[src/rtl/parity_arb_pkg.sv]
// ============================================================================
// parity_arb_pkg : shared types and defaults for the parity_arbiter block
// Rev 1.0
// ============================================================================
`timescale 1ns/1ps
`default_nettype none

package parity_arb_pkg;

  localparam int c_num_req_default = 4;
  localparam int c_data_w_default  = 8;

  typedef enum logic [0:0] {
    EMPTY = 1'b0,
    FULL  = 1'b1
  } state_t;

  // Requester-index width; never narrower than one bit.
  function automatic int ID_W(input int n);
    return (n > 1) ? $clog2(n) : 1;
  endfunction

endpackage

`default_nettype wire

[src/rtl/parity_calc.sv]
// ============================================================================
// parity_calc : combinational parity of one DATA_W-bit word
// Build option: PARITY_ARB_ODD_EN selects odd parity (default even). Rev 1.0
// ============================================================================
`timescale 1ns/1ps
`default_nettype none

module parity_calc #(
  parameter int DATA_W = 8
) (
  input  logic [DATA_W-1:0] data,
  output logic              parity
);

`ifdef PARITY_ARB_ODD_EN
  assign parity = ~(^data);
`else
  assign parity = ^data;
`endif

endmodule

`default_nettype wire

[src/rtl/parity_arbiter.sv]
// ============================================================================
// parity_arbiter : round-robin arbiter sharing one parity generator among
// NUM_REQ byte producers; build option PARITY_ARB_ODD_EN. Rev 1.0
// ============================================================================
`timescale 1ns/1ps
`default_nettype none

module parity_arbiter
  import parity_arb_pkg::*;
#(
  parameter int NUM_REQ = c_num_req_default,
  parameter int DATA_W  = c_data_w_default
) (
  input  logic                      clk,
  input  logic                      rst_n,
  input  logic [NUM_REQ-1:0]        req,
  input  logic [NUM_REQ*DATA_W-1:0] data_in,
  output logic [NUM_REQ-1:0]        ack,
  output logic                      out_valid,
  input  logic                      out_ready,
  output logic [DATA_W-1:0]         out_data,
  output logic                      out_parity,
  output logic [ID_W(NUM_REQ)-1:0]  out_id
);

  localparam int c_id_w = ID_W(NUM_REQ);

  state_t              r_state;
  state_t              w_state_nxt;
  logic [c_id_w-1:0]   r_rr_ptr;
  logic [c_id_w-1:0]   r_id;
  logic [DATA_W-1:0]   r_data;
  logic                r_parity;
  logic [c_id_w-1:0]   w_gnt_idx;
  logic                w_found;
  logic                w_can_accept;
  logic                w_grant;
  logic [DATA_W-1:0]   w_sel_data;
  logic                w_parity;

  // First pending requester at or after r_rr_ptr, wrapping modulo NUM_REQ.
  always_comb begin : p_rr_select
    logic [c_id_w:0] w_cand;
    w_found   = 1'b0;
    w_gnt_idx = '0;
    w_cand    = '0;
    for (int k = 0; k < NUM_REQ; k++) begin
      w_cand = {1'b0, r_rr_ptr} + (c_id_w+1)'(k);
      if (w_cand >= (c_id_w+1)'(NUM_REQ)) begin
        w_cand = w_cand - (c_id_w+1)'(NUM_REQ);
      end
      if (!w_found && req[w_cand[c_id_w-1:0]]) begin
        w_found   = 1'b1;
        w_gnt_idx = w_cand[c_id_w-1:0];
      end
    end
  end

  assign w_can_accept = (r_state == EMPTY) || out_ready;
  // rst_n gating keeps ack silent while reset is held.
  assign w_grant      = w_can_accept && w_found && rst_n;

  always_comb begin
    ack = '0;
    if (w_grant) begin
      ack[w_gnt_idx] = 1'b1;
    end
  end

  assign w_sel_data = data_in[w_gnt_idx*DATA_W +: DATA_W];

  parity_calc #(
    .DATA_W (DATA_W)
  ) u_parity_calc (
    .data   (w_sel_data),
    .parity (w_parity)
  );

  always_ff @(posedge clk or negedge rst_n) begin
    if (!rst_n) begin
      r_state <= EMPTY;
    end else begin
      r_state <= w_state_nxt;
    end
  end

  always_comb begin
    w_state_nxt = r_state;
    case (r_state)
      EMPTY: if (w_grant) w_state_nxt = FULL;
      FULL: begin
        if (w_grant) begin
          w_state_nxt = FULL;
        end else if (out_ready) begin
          w_state_nxt = EMPTY;
        end
      end
      default: w_state_nxt = EMPTY;
    endcase
  end

  always_ff @(posedge clk or negedge rst_n) begin
    if (!rst_n) begin
      r_data   <= '0;
      r_parity <= 1'b0;
      r_id     <= '0;
      r_rr_ptr <= '0;
    end else if (w_grant) begin
      r_data   <= w_sel_data;
      r_parity <= w_parity;
      r_id     <= w_gnt_idx;
      r_rr_ptr <= (w_gnt_idx == c_id_w'(NUM_REQ-1)) ? '0 : w_gnt_idx + 1'b1;
    end
  end

  assign out_valid  = (r_state == FULL);
  assign out_data   = r_data;
  assign out_parity = r_parity;
  assign out_id     = r_id;

endmodule

`default_nettype wire

[config.mk]
export PLATFORM = sky130hd
export DESIGN_NAME = parity_arbiter
export DESIGN_NICKNAME = d
export VERILOG_FILES = /design/src/rtl/parity_arb_pkg.sv /design/src/rtl/parity_calc.sv /design/src/rtl/parity_arbiter.sv
export SDC_FILE = /design/constraint.sdc
export NUM_CORES = 1
export LEC_CHECK = 0
export CAP_MARGIN = 20
export CORE_ASPECT_RATIO = 1.4
export CORE_MARGIN = 2
export CORE_UTILIZATION = 40
export CTS_BUF_LIST = sky130_fd_sc_hd__clkbuf_8 sky130_fd_sc_hd__clkbuf_16
export DETAILED_ROUTE_END_ITERATION = 16
export PLACE_DENSITY = 0.81
export RECOVER_POWER = 25
export SLEW_MARGIN = 15
export SYNTH_ARGS = -nofsm -noshare
export SYNTH_HDL_FRONTEND = slang
export SYNTH_SLANG_ARGS = --single-unit
[constraint.sdc]
create_clock -name clk -period 2.9 [get_ports clk]
set_input_delay 0.29 -clock clk [delete_from_list [all_inputs] [get_ports clk]]
set_output_delay 0.29 -clock clk [all_outputs]
set_load 0.05 [all_outputs]
## Word-level counts from Yosys, hierarchy flattened

Index checks and enable logic that the tools add are counted.

- $add $sub $neg: 8
- $lt $le $gt $ge: 10
- Equality and inequality tests: 1
- Shift-type cells: 1
- Muxes and demuxes: 28
- Bitwise operators: 1
- Reduce and logical (&&, ||, !) cells: 11

Operators with widths:

| kind | number |
|---|---|
| $shiftx A32 B6 Y8 | 1 |
| $mux W2 | 9 |
| $lt A2 B3 Y1 const B | 5 |
| $mux W1 | 12 |
| $ge A3 B3 Y1 const B | 3 |
| $bmux W1 S2 | 4 |
| $reduce_xor A8 Y1 | 1 |
| $sub A2 B1 Y2 const B | 4 |
| $add A2 B2 Y3 const B | 2 |
| $logic_and A1 B1 Y1 | 6 |
| $mux W4 | 1 |
| $add A2 B1 Y3 const B | 1 |
| $ge A2 B3 Y1 const B | 1 |
| $logic_not A1 Y1 | 3 |
| $add A2 B1 Y2 const B | 1 |
| $demux W1 S2 | 1 |
| $eq A2 B2 Y1 const B | 1 |
| $ge A2 B1 Y1 const B | 1 |
| $pmux W1 S2 | 1 |
| $logic_or A1 B1 Y1 | 1 |
| $not A1 Y1 | 1 |

- Bits in registers: 14
- Bits of input ports: 39
- Output and inout bits: 16
- Logic and storage cells: 65

## Depth between registers and ports, before layout

Gate-level depths: netlist of run 1.

- Word-level depth: 19
- Depth in mapped cells: 10
- Depth with buffers taken out: 9

## By module

Synthesis of run 1 repeated with hierarchy kept, for this count alone.

- Cell total of the unflattened synthesis: 107
- Area total of the unflattened synthesis: 1053.5 um2

Modules (own cells, without submodules):

| module | instances | cells an instance | area each (um2) | seq. area each (um2) |
|---|---|---|---|---|
| parity_arbiter | 1 | 100 | 992.2 | 350.3 |
| parity_calc | 1 | 7 | 61.3 | 0.0 |

## Worst setup path before layout of run 1

OpenSTA, ideal clock, no wires.

- Path type: input to register
- Start: in req[2]
- End: reg r_parity, in the netlist out_parity
- Data arrival time: 2145 ps
- Required time: 2766 ps
- Slack: 621 ps
- Cell stages on the path: 10
- Buffers on the path: 1
- Cell sequence: nor2b_1 a21o_1 a211oi_4 inv_2 buf_2 a211oi_2 o211ai_1 a211o_1 a22oi_1 o31ai_2

- Word-level cells in the longest chain between the ends: 14
- Elaborated cells on any way between the ends: 26
- Those cells by class: shift: 1; mux: 16; reduce/logical: 9

RTL lines:

| what | RTL line | RTL |
|---|---|---|
| from (decl) | parity_arbiter.sv:16 | `input logic [NUM_REQ-1:0] req,` |
| $bmux W1 S2 | parity_arbiter.sv:52 | `if (!w_found && req[w_cand[c_id_w-1:0]]) begin` |
| $mux W1 (implied by the code) | parity_arbiter.sv:52 |  |
| $mux W1 | parity_arbiter.sv:52 |  |
| $logic_not A1 Y1 | parity_arbiter.sv:52 |  |
| $logic_and A1 B1 Y1 | parity_arbiter.sv:52 |  |
| $mux W1 | parity_arbiter.sv:52 |  |
| $logic_not A1 Y1 | parity_arbiter.sv:52 |  |
| $logic_and A1 B1 Y1 | parity_arbiter.sv:52 |  |
| $mux W1 | parity_arbiter.sv:52 |  |
| $logic_not A1 Y1 | parity_arbiter.sv:52 |  |
| $logic_and A1 B1 Y1 | parity_arbiter.sv:52 |  |
| $mux W2 (*) | parity_arbiter.sv:52 |  |
| via w_gnt_idx[0] | parity_arbiter.sv:34 | `logic [c_id_w-1:0] w_gnt_idx;` |
| $shiftx A32 B6 Y8 (*) | parity_arbiter.sv:70 | `assign w_sel_data = data_in[w_gnt_idx*DATA_W +: DATA_W];` |
| $reduce_xor A8 Y1 (*) | parity_calc.sv:18 | `assign parity = ^data;` |
| to (signal assigned) | parity_arbiter.sv:110 | `r_parity <= w_parity;` |
| to (decl) | parity_arbiter.sv:33 | `logic r_parity;` |

The timed path passes the listed nets; every way through them passes the cells marked *. The select of a mux whose other input is x is not followed.
A chain may end at the register's enable or synchronous reset.

## Final worst setup path of run 1

- Start: in req[0]
- End: reg r_parity, in the netlist out_parity

- Word-level cells in the longest chain between the ends: 14
- Elaborated cells on any way between the ends: 26
- Those cells by class: shift: 1; mux: 16; reduce/logical: 9

RTL lines:

| what | RTL line |
|---|---|
| $bmux W1 S2 | parity_arbiter.sv:52 |
| $mux W1 (implied by the code) | parity_arbiter.sv:52 |
| $mux W1 | parity_arbiter.sv:52 |
| $logic_not A1 Y1 | parity_arbiter.sv:52 |
| $logic_and A1 B1 Y1 | parity_arbiter.sv:52 |
| $mux W1 | parity_arbiter.sv:52 |
| $logic_not A1 Y1 | parity_arbiter.sv:52 |
| $logic_and A1 B1 Y1 | parity_arbiter.sv:52 |
| $mux W1 | parity_arbiter.sv:52 |
| $logic_not A1 Y1 | parity_arbiter.sv:52 |
| $logic_and A1 B1 Y1 | parity_arbiter.sv:52 |
| $mux W2 / $mux W1 (equally long branches) | parity_arbiter.sv:52 |
| $shiftx A32 B6 Y8 / $logic_and A1 B1 Y1 (equally long branches) | parity_arbiter.sv:70, parity_arbiter.sv:61 |
| $reduce_xor A8 Y1 / $logic_and A1 B1 Y1 (equally long branches) | parity_calc.sv:18, parity_arbiter.sv:61 |

Several ways; a longest one is shown, not always the timed one. The select of a mux whose other input is x is not followed.

==> results of run 1 <==
==> logic make-up after synthesis <==
kind of cell | Yosys count | share of synthesized area (%)
muxes | 2 | 2.00
buffers and inverters | 14 | 5.88
AOI/OAI and AO/OA | 48 | 32.9
DFF | 14 | 31.1
adders and majority gates | 4 | 4.44
and+or+nand+nor | 54 | 23.8
==> power breakdown <==
group	internal (mW)	switching [mW]	total, mW
combinational	0.505	0.755	1.26
clock	0.120	0.0724	0.193
sequential	0.277	0.0545	0.331
==> cell type report <==
cell class / count / area, sq um / area share (%)
Inverter: 8 / 35.0 / 1.88
Tap cell: 36 / 45.0 / 2.42
Multi-Input combinational cell: 108 / 716 / 38.5
Timing Repair Buffer: 65 / 659 / 35.4
Sequential cell: 14 / 350 / 18.8
Clock buffer: 4 / 55.1 / 2.96
==> metal layers <==
layer,routed length [um],track usage [%]
met5,0,0
met4,27,5.71
met3,171,1.12
met2,1980,45.5
met1,1430,23.0
==> through the flow <==
step | cells | hold WS, ns | setup TNS [ns] | instance area (sq um)
2_1_floorplan | 136 | -0.00559 | 0 | 1130
3_3_place_gp | 231 | 0.461 | 0 | 1800
3_5_place_dp | 231 | 0.469 | -0.0382 | 1800
4_1_cts | 235 | 0.356 | 0 | 1860
5_1_grt | 235 | 0.503 | -0.0448 | 1860
6_report | 235 | 0.481 | 0 | 1860
==> repair_timing <==
item / 4_1_cts / 5_1_grt
gates resized for setup: 0 / 1
hold endpoints to repair: 0 / 0
endpoints found under the setup margin: 0 / 1
==> cell usage in the layout, fill, tap and decap left out, types with 2 or more instances in the layout <==
| cell | instances |
|---|---|
| a211o_1 | 5 |
| a211oi_1 | 6 |
| a211oi_2 | 5 |
| a21o_1 | 2 |
| a21oi_1 | 2 |
| and3_1 | 8 |
| buf_12 | 4 |
| buf_4 | 10 |
| clkbuf_8 | 4 |
| clkdlybuf4s50_1 | 49 |
| dfrtp_1 | 14 |
| ha_1 | 4 |
| inv_1 | 6 |
| mux2_2 | 2 |
| nand2_1 | 17 |
| nand2b_1 | 4 |
| nand3_1 | 16 |
| nor2_1 | 5 |
| nor2b_1 | 2 |
| o211a_1 | 2 |
| o211ai_1 | 4 |
| o21ai_0 | 14 |
| o31ai_1 | 4 |
==> worst min-delay path: stages, from the launching register on <==
cell and delay (ns):
dfrtp_1 0.34, nand2_1 0.05, o31ai_1 0.06
==> flip-flops by register name, summed over array words and instances (netlist names) <==
signal,flops
out_parity,1
out_valid,1
out_data,8
out_id,2
r_rr_ptr,2
==> final timing paths <==
kind / startpoint / to / slack (ns) / depth (start not counted)
min in group asynchronous: rst_n / out_valid / 0.64 / 2
max in group asynchronous: rst_n / out_data[4] / 1.75 / 2
hold reg to reg: out_data[4] / out_data[4] / 0.48 / 2
setup reg to reg: r_rr_ptr[1] / out_parity / 0.21 / 8
setup / recovery: req[0] / out_parity / 0.10 / 9
hold / removal: out_data[4] / out_data[4] / 0.48 / 2
==> metrics.csv, run 1 <==
metric;value;unit
cell mode on critical path;a211o_1;
most frequent cell after synthesis;nand2_1;
first-pass GRT wire length;5.55;mm
die area;0.00326;sq mm
leakage;0.809;nW
number of buffers created by CTS;3;
synth warn;0;
Power Density;959;mW/mm^2
post-synthesis sequential area ratio;31.1;%
largest cells by area after synthesis;dfrtp_1 (31%), nand3_1 (7.1%), o21ai_0 (6.2%);
die height;66.8;um
Worst-Skew Late Latency;0.25;ns
Rel. slew slack;45.4;%
Vias;1326;
worst clock skew;0.00523;ns
Max VDD drop;0.000459;V
# rows;22;
#FFs+latches synth;14;
fraction of layout cells with a size suffix above 1;15.6;%
period utilization;96.5;%
worst slew pin tran;0.819;ns
PnR worst setup slack;0.100;ns
Starting DRT DRC Count;69;
Max Cap Viol;0;
top_reg_cell synth;dfrtp_1;
status;finished clean;
starting density of the core;42.7;%
DP HPWL;2.85;mm
GP Congestion;0.889;
CP startpoint kind;input pin;
vias in the first global route;1270;
Hold Path Class;reg -> reg;
# diodes;0;
Post-Syn Area;0.00113;sq mm
width of the die;48.9;um
Port Buffers;54;
Fin. Hold Viols;0;
CP max-delay cell;clkdlybuf4s50_1;
clk sinks;14;
Fmax;357;MHz
area share of the largest cell type after synthesis;31.1;%
cells along the critical path;clkdlybuf4s50_1, nand2_1, a211o_1, and3_1, a211oi_1, o211ai_1, a211o_1, and4_4, o31ai_2;
# fillers;224;
I/O pin count;55;
Placement Setup Slack;-0.0382;ns
Clock transition at path regs;0.06;ns
Critical Path RT;3.05;ns
clk buf depth;2;
syn_area_per_cell;8.29;sq um
Async S/R FF share, synth;100;%
Overall Power;1.78;mW
H-tree Lvls;1;
total track usage;21.7;%
GRT overflow;0;
CP max stage delay;0.54;ns
Worst Path Buf+Inv;1;
Mapped Cells;136;
Synth Net Count;179;
DR WL/cell;15.4;um
Worst path top cell family by delay;compound AO/OA/AOI/OAI gates;
DRT Pass-1 Iters;4;
post-synth top area cell;dfrtp_1;
Post-synth top cells;nand2_1 (17), nand3_1 (16), dfrtp_1 (14), o21ai_0 (14), and3_1 (8);
Setup crit end kind;flop;
Netlist cell types;31;
initial antenna violation count;0;
root buffer cell;clkbuf_8;
CTS tree;done;
vias per inst;5.64;
nets;243;
DRC viols;0;
Worst EP arrival;2.95;ns
EDFF count, synth;0;
Tmin final;2.80;ns
WL final;3.61;mm
area of the core;0.00264;sq mm
post-route ant nets;0;
postcts setup bufs;0;
Critical Path Fanout Max;14;
largest net degree at the start of global routing;23;
final setup fails;0;
Core Util, Final;70.4;%
worst setup path class;in -> reg;
Area Overhead vs Synth;65.0;%
Max Slew Vio Count;0;
hold_buf cts;0;
Power figures use the tool's default switching activity.
==> run 2, diff against run 1 <==
--- a/config.mk
+++ b/config.mk
@@ -11,6 +11,7 @@
 export CORE_UTILIZATION = 40
 export CTS_BUF_LIST = sky130_fd_sc_hd__clkbuf_8 sky130_fd_sc_hd__clkbuf_16
 export DETAILED_ROUTE_END_ITERATION = 16
+export HOLD_SLACK_MARGIN = 0.06
 export PLACE_DENSITY = 0.81
 export RECOVER_POWER = 25
 export SLEW_MARGIN = 15
==> results of run 2 <==
Final layout, timing and power as in run 1 (identical DEF).
